--- config.mk ---
export PLATFORM = sky130hd
export DESIGN_NAME = abrir_barreira
export DESIGN_NICKNAME = d
export VERILOG_FILES = /design/src/rtl/abrir_barreira.sv
export SDC_FILE = /design/constraint.sdc
export NUM_CORES = 1
export LEC_CHECK = 0
export BUFFER_PORTS_ARGS = -buffer_cell sky130_fd_sc_hd__buf_2
export CORE_MARGIN = 2
export CORE_UTILIZATION = 47
export DETAILED_ROUTE_END_ITERATION = 12
export GPL_ROUTABILITY_DRIVEN = 0
export PLACE_DENSITY = 0.68
export RECOVER_POWER = 25
export SYNTH_ARGS = -nofsm -noshare
export SYNTH_HDL_FRONTEND = slang
export SYNTH_SLANG_ARGS = --single-unit
--- constraint.sdc ---
create_clock -name clock -period 2.2 [get_ports clock]
set_input_delay 0.22 -clock clock [delete_from_list [all_inputs] [get_ports clock]]
set_output_delay 0.22 -clock clock [all_outputs]
set_load 0.005 [all_outputs]
--- src/rtl/abrir_barreira.sv ---
// abrir_barreira: timed barrier opener with vehicle-presence hold
// Ports:
//   clock    - system clock, rising edge
//   reset    - synchronous active-high reset
//   pedido   - open request, accepted only while closed
//   sensor   - vehicle under barrier, restarts the open countdown
//   terminar - open duration in seconds, latched on acceptance (0 means 1)
//   tempo    - seconds elapsed in current open period
//   abrir    - barrier commanded open
//   ocupado  - request in progress
//   fim      - one-cycle pulse at end of open period
module abrir_barreira #(
   parameter int TICKS_SEG = 50000000
) (
   input  logic       clock,
   input  logic       reset,
   input  logic       pedido,
   input  logic       sensor,
   input  logic [6:0] terminar,
   output logic [6:0] tempo,
   output logic       abrir,
   output logic       ocupado,
   output logic       fim
);
   localparam int W = $clog2(TICKS_SEG);
   typedef enum logic [1:0] {FECHADA = 2'd0, ABERTA = 2'd1, FECHO = 2'd2} state_t;
   state_t state;
   logic [6:0] limite;
   logic [W-1:0] presc;
   logic tick;
   assign tick = presc == W'(TICKS_SEG - 1);
   always_ff @(posedge clock) begin
      if (reset) begin
         state   <= FECHADA;
         tempo   <= '0;
         limite  <= '0;
         presc   <= '0;
         abrir   <= 1'b0;
         ocupado <= 1'b0;
         fim     <= 1'b0;
      end else begin
         case (state)
            FECHADA: begin
               fim   <= 1'b0;
               tempo <= '0;
               if (pedido) begin
                  state   <= ABERTA;
                  limite  <= terminar == '0 ? 7'd1 : terminar;
                  presc   <= '0;
                  abrir   <= 1'b1;
                  ocupado <= 1'b1;
               end
            end
            ABERTA: begin
               // a present vehicle restarts the whole countdown
               if (sensor) begin
                  tempo <= '0;
                  presc <= '0;
               end else if (tick) begin
                  presc <= '0;
                  tempo <= tempo + 7'd1;
                  if (tempo + 7'd1 == limite) begin
                     state   <= FECHO;
                     abrir   <= 1'b0;
                     ocupado <= 1'b0;
                     fim     <= 1'b1;
                  end
               end else begin
                  presc <= presc + W'(1);
               end
            end
            FECHO: begin
               state <= FECHADA;
               fim   <= 1'b0;
               tempo <= '0;
            end
            default: begin
               state   <= FECHADA;
               tempo   <= '0;
               presc   <= '0;
               abrir   <= 1'b0;
               ocupado <= 1'b0;
               fim     <= 1'b0;
            end
         endcase
      end
   end
endmodule

==> results of run 1 <==
-- state kept, by name (all words and copies together), names as in the netlist --
register and flops:
presc 26, state 2, fim 1, limite 7, tempo 7, ocupado 1
-- cells in the mapped netlist, types with 2 or more instances --
| cell | instances |
|---|---|
| xnor2_1 | 12 |
| a31oi_1 | 3 |
| or3_1 | 5 |
| mux2i_1 | 3 |
| nand2_1 | 18 |
| nor4_1 | 4 |
| and2_1 | 2 |
| buf_4 | 3 |
| o21ai_0 | 12 |
| nand3_1 | 17 |
| clkbuf_1 | 4 |
| dfxtp_1 | 44 |
| a2111o_1 | 2 |
| xor2_1 | 18 |
| and3_1 | 5 |
| nor3_1 | 6 |
| ha_1 | 2 |
| nor2_1 | 38 |
| nand2b_1 | 2 |
| nand4_1 | 10 |
| nor2b_1 | 2 |
| inv_1 | 3 |
| nand3b_1 | 3 |
| a21oi_1 | 15 |
-- tightest hold or removal path, stage by stage --
cell and delay [ns]:
buf_2 0.10, nand2_1 0.05, a21oi_1 0.05
-- area by class of cell --
type	instances	area share (%)
clock buffers	5	2.704
inverters	3	0.4425
repair buffers	36	8.210
well taps	52	2.557
clock inverters	2	2.360
flip-flops and latches	44	34.61
multi-input cells	198	49.12
-- per-stage QoR --
stage	util [%]	std cells	hold slack [ns]	area (µm²)
detailed placement	55.37	333	0.4814	2427
global placement	55.37	333	0.4742	2427
finish	58.05	340	0.1713	2545
floorplan	-	252	0.2928	2167
global route	58.05	340	0.1608	2545
CTS	58.30	340	0.1643	2556
-- path summary, 6_finish.rpt --
| kind | cells past startpoint | slack [ns] | end | startpoint |
|---|---|---|---|---|
| hold reg to reg | 2 | 0.51 | presc[23]$_SDFFE_PP0P_ | presc[23]$_SDFFE_PP0P_ |
| setup / recovery | 5 | 0.17 | tempo[5]$_SDFFE_PP0P_ | presc[7]$_SDFFE_PP0P_ |
| setup reg to reg | 5 | 0.17 | tempo[5]$_SDFFE_PP0P_ | presc[7]$_SDFFE_PP0P_ |
| hold / removal | 3 | 0.17 | limite[5]$_SDFFE_PP0P_ | terminar[5] |
-- metal layers --
| metal | track usage (%) | vias to the layer above | share of wire (%) |
|---|---|---|---|
| li1 | - | 970 | - |
| met1 | 24.72 | 870 | 50 |
| met2 | 31.07 | 22 | 46 |
| met3 | 3.889 | 4 | 2.8 |
| met4 | 6.918 | 0 | 0.77 |
| met5 | 0 | - | 0 |
-- power by group through the flow --
stage	Combinational [µW]	Sequential, µW	Clock [µW]
2_1_floorplan	61.9	836	0
3_3_place_gp	94.0	838	0
3_5_place_dp	95.3	837	0
4_1_cts	95.5	819	724
5_1_grt	106	821	762
6_report	94.9	819	714
-- logic make-up after synthesis --
| group | count (synthesis) | synth area share [%] |
|---|---|---|
| compound gates | 43 | 13.57 |
| xor+xnor | 30 | 12.12 |
| fa+ha+maj | 2 | 1.155 |
| buf+inv | 10 | 2.251 |
| flops | 44 | 40.65 |
| mux | 3 | 1.386 |
| simple gates | 120 | 28.87 |
==> metrics.md, run 1 <==
| Metric | Value |
|---|---|
| Type of origin of the critical path | `flop` |
| DR iter-0 viols | `75` |
| Post-DP HPWL | `approximately 3.3 mm` |
| Net Sw Frac | `20.45%` |
| Kind of cell adding the most delay to the critical path | `simple AND/OR/NAND/NOR gates` |
| Resize count post-CTS | `0` |
| Total GRT Usage | `approximately a fifth` |
| Post-synth EDFFs | `0` |
| HP Class | `in2reg` |
| Global-route wire length before repair | `7.810 mm` |
| Largest net degree at the start of global routing | `23` |
| Number of global-route vias before repair | `roughly 1.7k` |
| Tcrit/Tclk final | `roughly 92%` |
| CTS Sinks | `44` |
| DR DRC count | `0` |
| Cell chain of the critical path | `or4b_1, nor3_2, nand4_1, or3_1, a21oi_1` |
| Layout area overhead | `17.44%` |
| Critical path class | `reg2reg` |
| Yosys warnings | `0` |
| Total chip power | `roughly 1600 µW` |
| Antenna violations before repair | `0` |
| Initial core utilization | `between 40 and 50%` |
| Final TNS setup | `0 ns` |
| Post-Route WL | `roughly 4.6 mm` |
| Area taken by multi-input logic gates | `~1200 µm²` |
| Cts bufs inserted | `5` |
| Max IR drop VDD | `between 0.4 and 0.5 mV` |
| DR vias | `~1.9k` |
| P_sw | `about 330 µW` |
| Most common cell after layout, fill and taps aside | `dfxtp_1` |
| Fin. max-slew vios | `0` |
| Internal power | `1295 µW` |
| Share of cells above drive strength 1 | `roughly 15%` |
| CTS hold repair buffers | `0` |
| Power Dens Cells | `between 600 and 700 nW/µm²` |
| Combinational fraction of design power | `under 10%` |
| Max stage delay on crit path | `around 0.56 ns` |
| Clock transition at path regs | `roughly 0.080 ns` |
| Syn_area_per_cell | `approximately 8.6 µm²` |
| Clk pwr share | `between 40% and 50%` |
| Final hold vios | `0` |
| Bufs and invs on worst path | `0` |
| GR Overflow Total | `0` |
| Post-CTS setup buffers | `0` |
| CTS tree | `done` |
| H-tree depth | `2` |
| Mapped cell area | `around 2200 µm²` |
| Register area | `approximately 880 µm²` |
| Layout fillers | `404` |
| Detailed Routing Iterations Pass 1 | `4` |
| IO Pins | `21` |
| Leading area contributor after synthesis | `dfxtp_1` |
| RSZ-0062 raised after global routing | `false` |
| Root buffer cell | `clkbuf_8` |
| Most frequent cells in the layout | `dfxtp_1, nor2_1, buf_2` |
| Slowest cell on crit path | `or4b_1` |
| Top cells by area, synth | `dfxtp_1, xor2_1, nor2_1, xnor2_1, nand3_1` |
| CP Data Required Time | `2.43 ns` |
| Worst slack, placed | `0.1116 ns` |
| Antenna Nets Post-Route | `0` |
| Via density | `between 5 and 6` |
| Core area | `approximately 4400 µm²` |
| Cells after Synth | `252` |
| Average routed wire per standard cell | `roughly 13 µm` |
| Std-Cell Rows | `24` |
| Async set-reset flop share out of synthesis | `0%` |
| Worst-Skew Late Latency | `~0.29 ns` |
| N_diodes | `0` |
| Max Cap Viol | `0` |
| Worst-margin pin slew | `0.4590 ns` |
| Highest clock rate | `0.4919 GHz` |
| Die height | `approximately 70 µm` |
| Period minus WS final | `just over 2 ns` |
| Data arrival, critical path | `2.26 ns` |
| Layout Nets | `301` |
| Synth cell types | `between 40 and 50` |
| Syn_nets | `between 200 and 300` |
| Die area | `about 5200 µm²` |
| Crit end category | `flop` |
| Relative slew slack | `around 70%` |
| Layout Skew | `~0.009 ns` |
| CTS Buffer Depth | `2` |
| Static leakage | `approximately 0.0009 µW` |
| Die extent in x | `just over 70 µm` |
| Worst Slack Setup Final | `approximately 0.17 ns` |
| Seq/Total Area, Yosys | `between 40% and 50%` |
| Ys flop type | `dfxtp_1` |
| Port-buffer cells | `20` |
| Peak fanout along the critical path | `5` |
| Outcome | `complete, no violations` |
| Part of the power in registers | `50.3%` |
| Final setup vio count | `0` |
| Post-synth top area share | `approximately 40%` |
| Synth Register Bits | `44` |
No activity file was read; power rests on OpenSTA's default activity.
==> inputs of run 2 (changes only) <==
Settings changed: CORE_UTILIZATION 47 to 46, PLACE_DENSITY 0.68 to 0.67.
==> run 2 against run 1 <==
First-iteration DRC count grew 44%. Critical path depth grew 1. Utilization shrank 1.9 points. Non-clock buffer count grew 1. Fmax shrank 0.17%.
==> metrics.md, run 2 (synthesis results as in run 1) <==
| Metric | Value |
|---|---|
| Post-DP HPWL | `approximately 3.4 mm` |
| CTS hold repair buffers | `0` |
| Port-buffer cells | `20` |
| Period minus WS final | `between 2 and 2.5 ns` |
| HP Class | `in2reg` |
| Post-Route WL | `around 4.6 mm` |
| Biggest regs | `presc (26), limite (7), tempo (7)` |
| Crit end category | `flop` |
| Data arrival, critical path | `between 2 and 2.5 ns` |
| Outcome | `complete, no violations` |
| Layout Skew | `approximately 0.0031 ns` |
| Most frequent cells in the layout | `dfxtp_1, nor2_1, buf_2` |
| Most common cell after layout, fill and taps aside | `dfxtp_1` |
| Final setup vio count | `0` |
| Relative slew slack | `around 64%` |
| Peak fanout along the critical path | `4` |
| Initial core utilization | `~50%` |
| CTS Buffer Depth | `2` |
| Via density | `5.513` |
| Detailed Routing Iterations Pass 1 | `4` |
| Max reg flops | `26` |
| Total chip power | `1395 µW` |
| Layout fillers | `436` |
| Resize count post-CTS | `0` |
| Share of cells above drive strength 1 | `between 10% and 20%` |
| Antenna violations before repair | `0` |
| Cts bufs inserted | `5` |
| Core area | `around 4400 µm²` |
| Highest clock rate | `between 0.4 and 0.5 GHz` |
| Post-CTS setup buffers | `0` |
| Final hold vios | `0` |
| Layout Nets | `approximately 300` |
| GR Overflow Total | `0` |
| Worst-Skew Late Latency | `0.30 ns` |
| Die height | `a little over 70 µm` |
| IO Pins | `21` |
| Tcrit/Tclk final | `92.56%` |
| H-tree depth | `2` |
| CTS tree | `done` |
| Max Cap Viol | `0` |
| Antenna Nets Post-Route | `0` |
| Hold Crit Depth | `3` |
| Worst-margin pin slew | `~0.53 ns` |
| Total GRT Usage | `slightly below 20%` |
| Largest net degree at the start of global routing | `15` |
| Worst slack, placed | `between 0.06 and 0.07 ns` |
| CP Data Required Time | `between 2 and 2.5 ns` |
| Static leakage | `0.0008890 µW` |
| CTS Sinks | `44` |
| Global-route wire length before repair | `about 8.1 mm` |
| Std-Cell Rows | `24` |
| Core Util, Final | `a little under three fifths` |
| Worst Slack Setup Final | `about 0.16 ns` |
| Reg2Reg Depth | `6` |
| Power Dens Cells | `~560 nW/µm²` |
| Type of origin of the critical path | `flop` |
| Root buffer cell | `clkbuf_8` |
| N_diodes | `0` |
| Final TNS setup | `0 ns` |
| Average routed wire per standard cell | `approximately 14 µm` |
| Critical path class | `reg2reg` |
| DR DRC count | `0` |
| Most flops, register | `presc` |
| RSZ-0062 raised after global routing | `false` |
| DR vias | `about 1.9k` |
| Die extent in x | `between 70 and 80 µm` |
| Max IR drop VDD | `between 0.2 and 0.3 mV` |
| DR iter-0 viols | `around 110` |
| Die area | `5276 µm²` |
| Fin. max-slew vios | `0` |
| Layout area overhead | `15.18%` |
| Clock transition at path regs | `about 0.08 ns` |
| Number of global-route vias before repair | `roughly 1.8k` |
==> run 2: cell count changes in the layout (fill, tap and decap cells not counted) <==
cell	change
and2_0	-1
and2_1	+1
buf_12	-1
buf_2	+1
buf_4	+2
bufinv_16	-2
clkinv_2	+1
nor3_2	-1
nor3_4	+1
==> run 2: stage by stage <==
stage	hold slack [ns]	cell area (µm²)	std cells
after detailed placement	0.4804	2422	334
after global routing	0.1681	2496	341
final	0.1662	2496	341
after floorplan	0.2928	2167	252
after CTS	0.1582	2500	341
after global placement	0.4757	2422	334
==> run 2: layout make-up <==
cell class / instances / area (µm²) / share of cell area (%)
sequential: 44 / 880.8 / 35.29
timing repair buffer: 37 / 205.2 / 8.221
tap: 52 / 65.06 / 2.607
multi-input combinational: 198 / 1256 / 50.33
clock inverter: 1 / 5.005 / 0.2005
inverter: 3 / 11.26 / 0.4511
clock buffer: 6 / 72.57 / 2.907
==> run 2: worst max-delay path: stages, from the launching register on <==
cell and delay [ns]:
dfxtp_1 0.34, ha_1 0.16, nand2_1 0.08, or3_1 0.39, a2111o_1 0.46, a2111oi_4 0.36, and3_1 0.20
==> run 2: per-layer routing <==
layer  up-vias  GRT usage [%]  part of all wire [%]
met1       871          25.37                    48
met4         0          6.584                   1.0
li1        975              -                     -
met3         5          4.972                   3.7
met5         -              0                     0
met2        29          32.12                    47
==> run 2: path summary, 6_finish.rpt <==
path                                        startpoint                     end  slack, ns
worst max-delay path             tempo[1]$_SDFFE_PP0P_   state[1]$_SDFFE_PP0P_       0.16
worst min-delay path                       terminar[6]  limite[6]$_SDFFE_PP0P_       0.17
worst max register to register   tempo[1]$_SDFFE_PP0P_   state[1]$_SDFFE_PP0P_       0.16
worst min register to register  limite[6]$_SDFFE_PP0P_  limite[6]$_SDFFE_PP0P_       0.50
==> run 2: report_power, final <==
part	total, µW	internal (µW)	switching [µW]
logic	94.7	38.4	56.3
clock network	482	216	266
registers	818	808	9.66
total	1390	1060	332
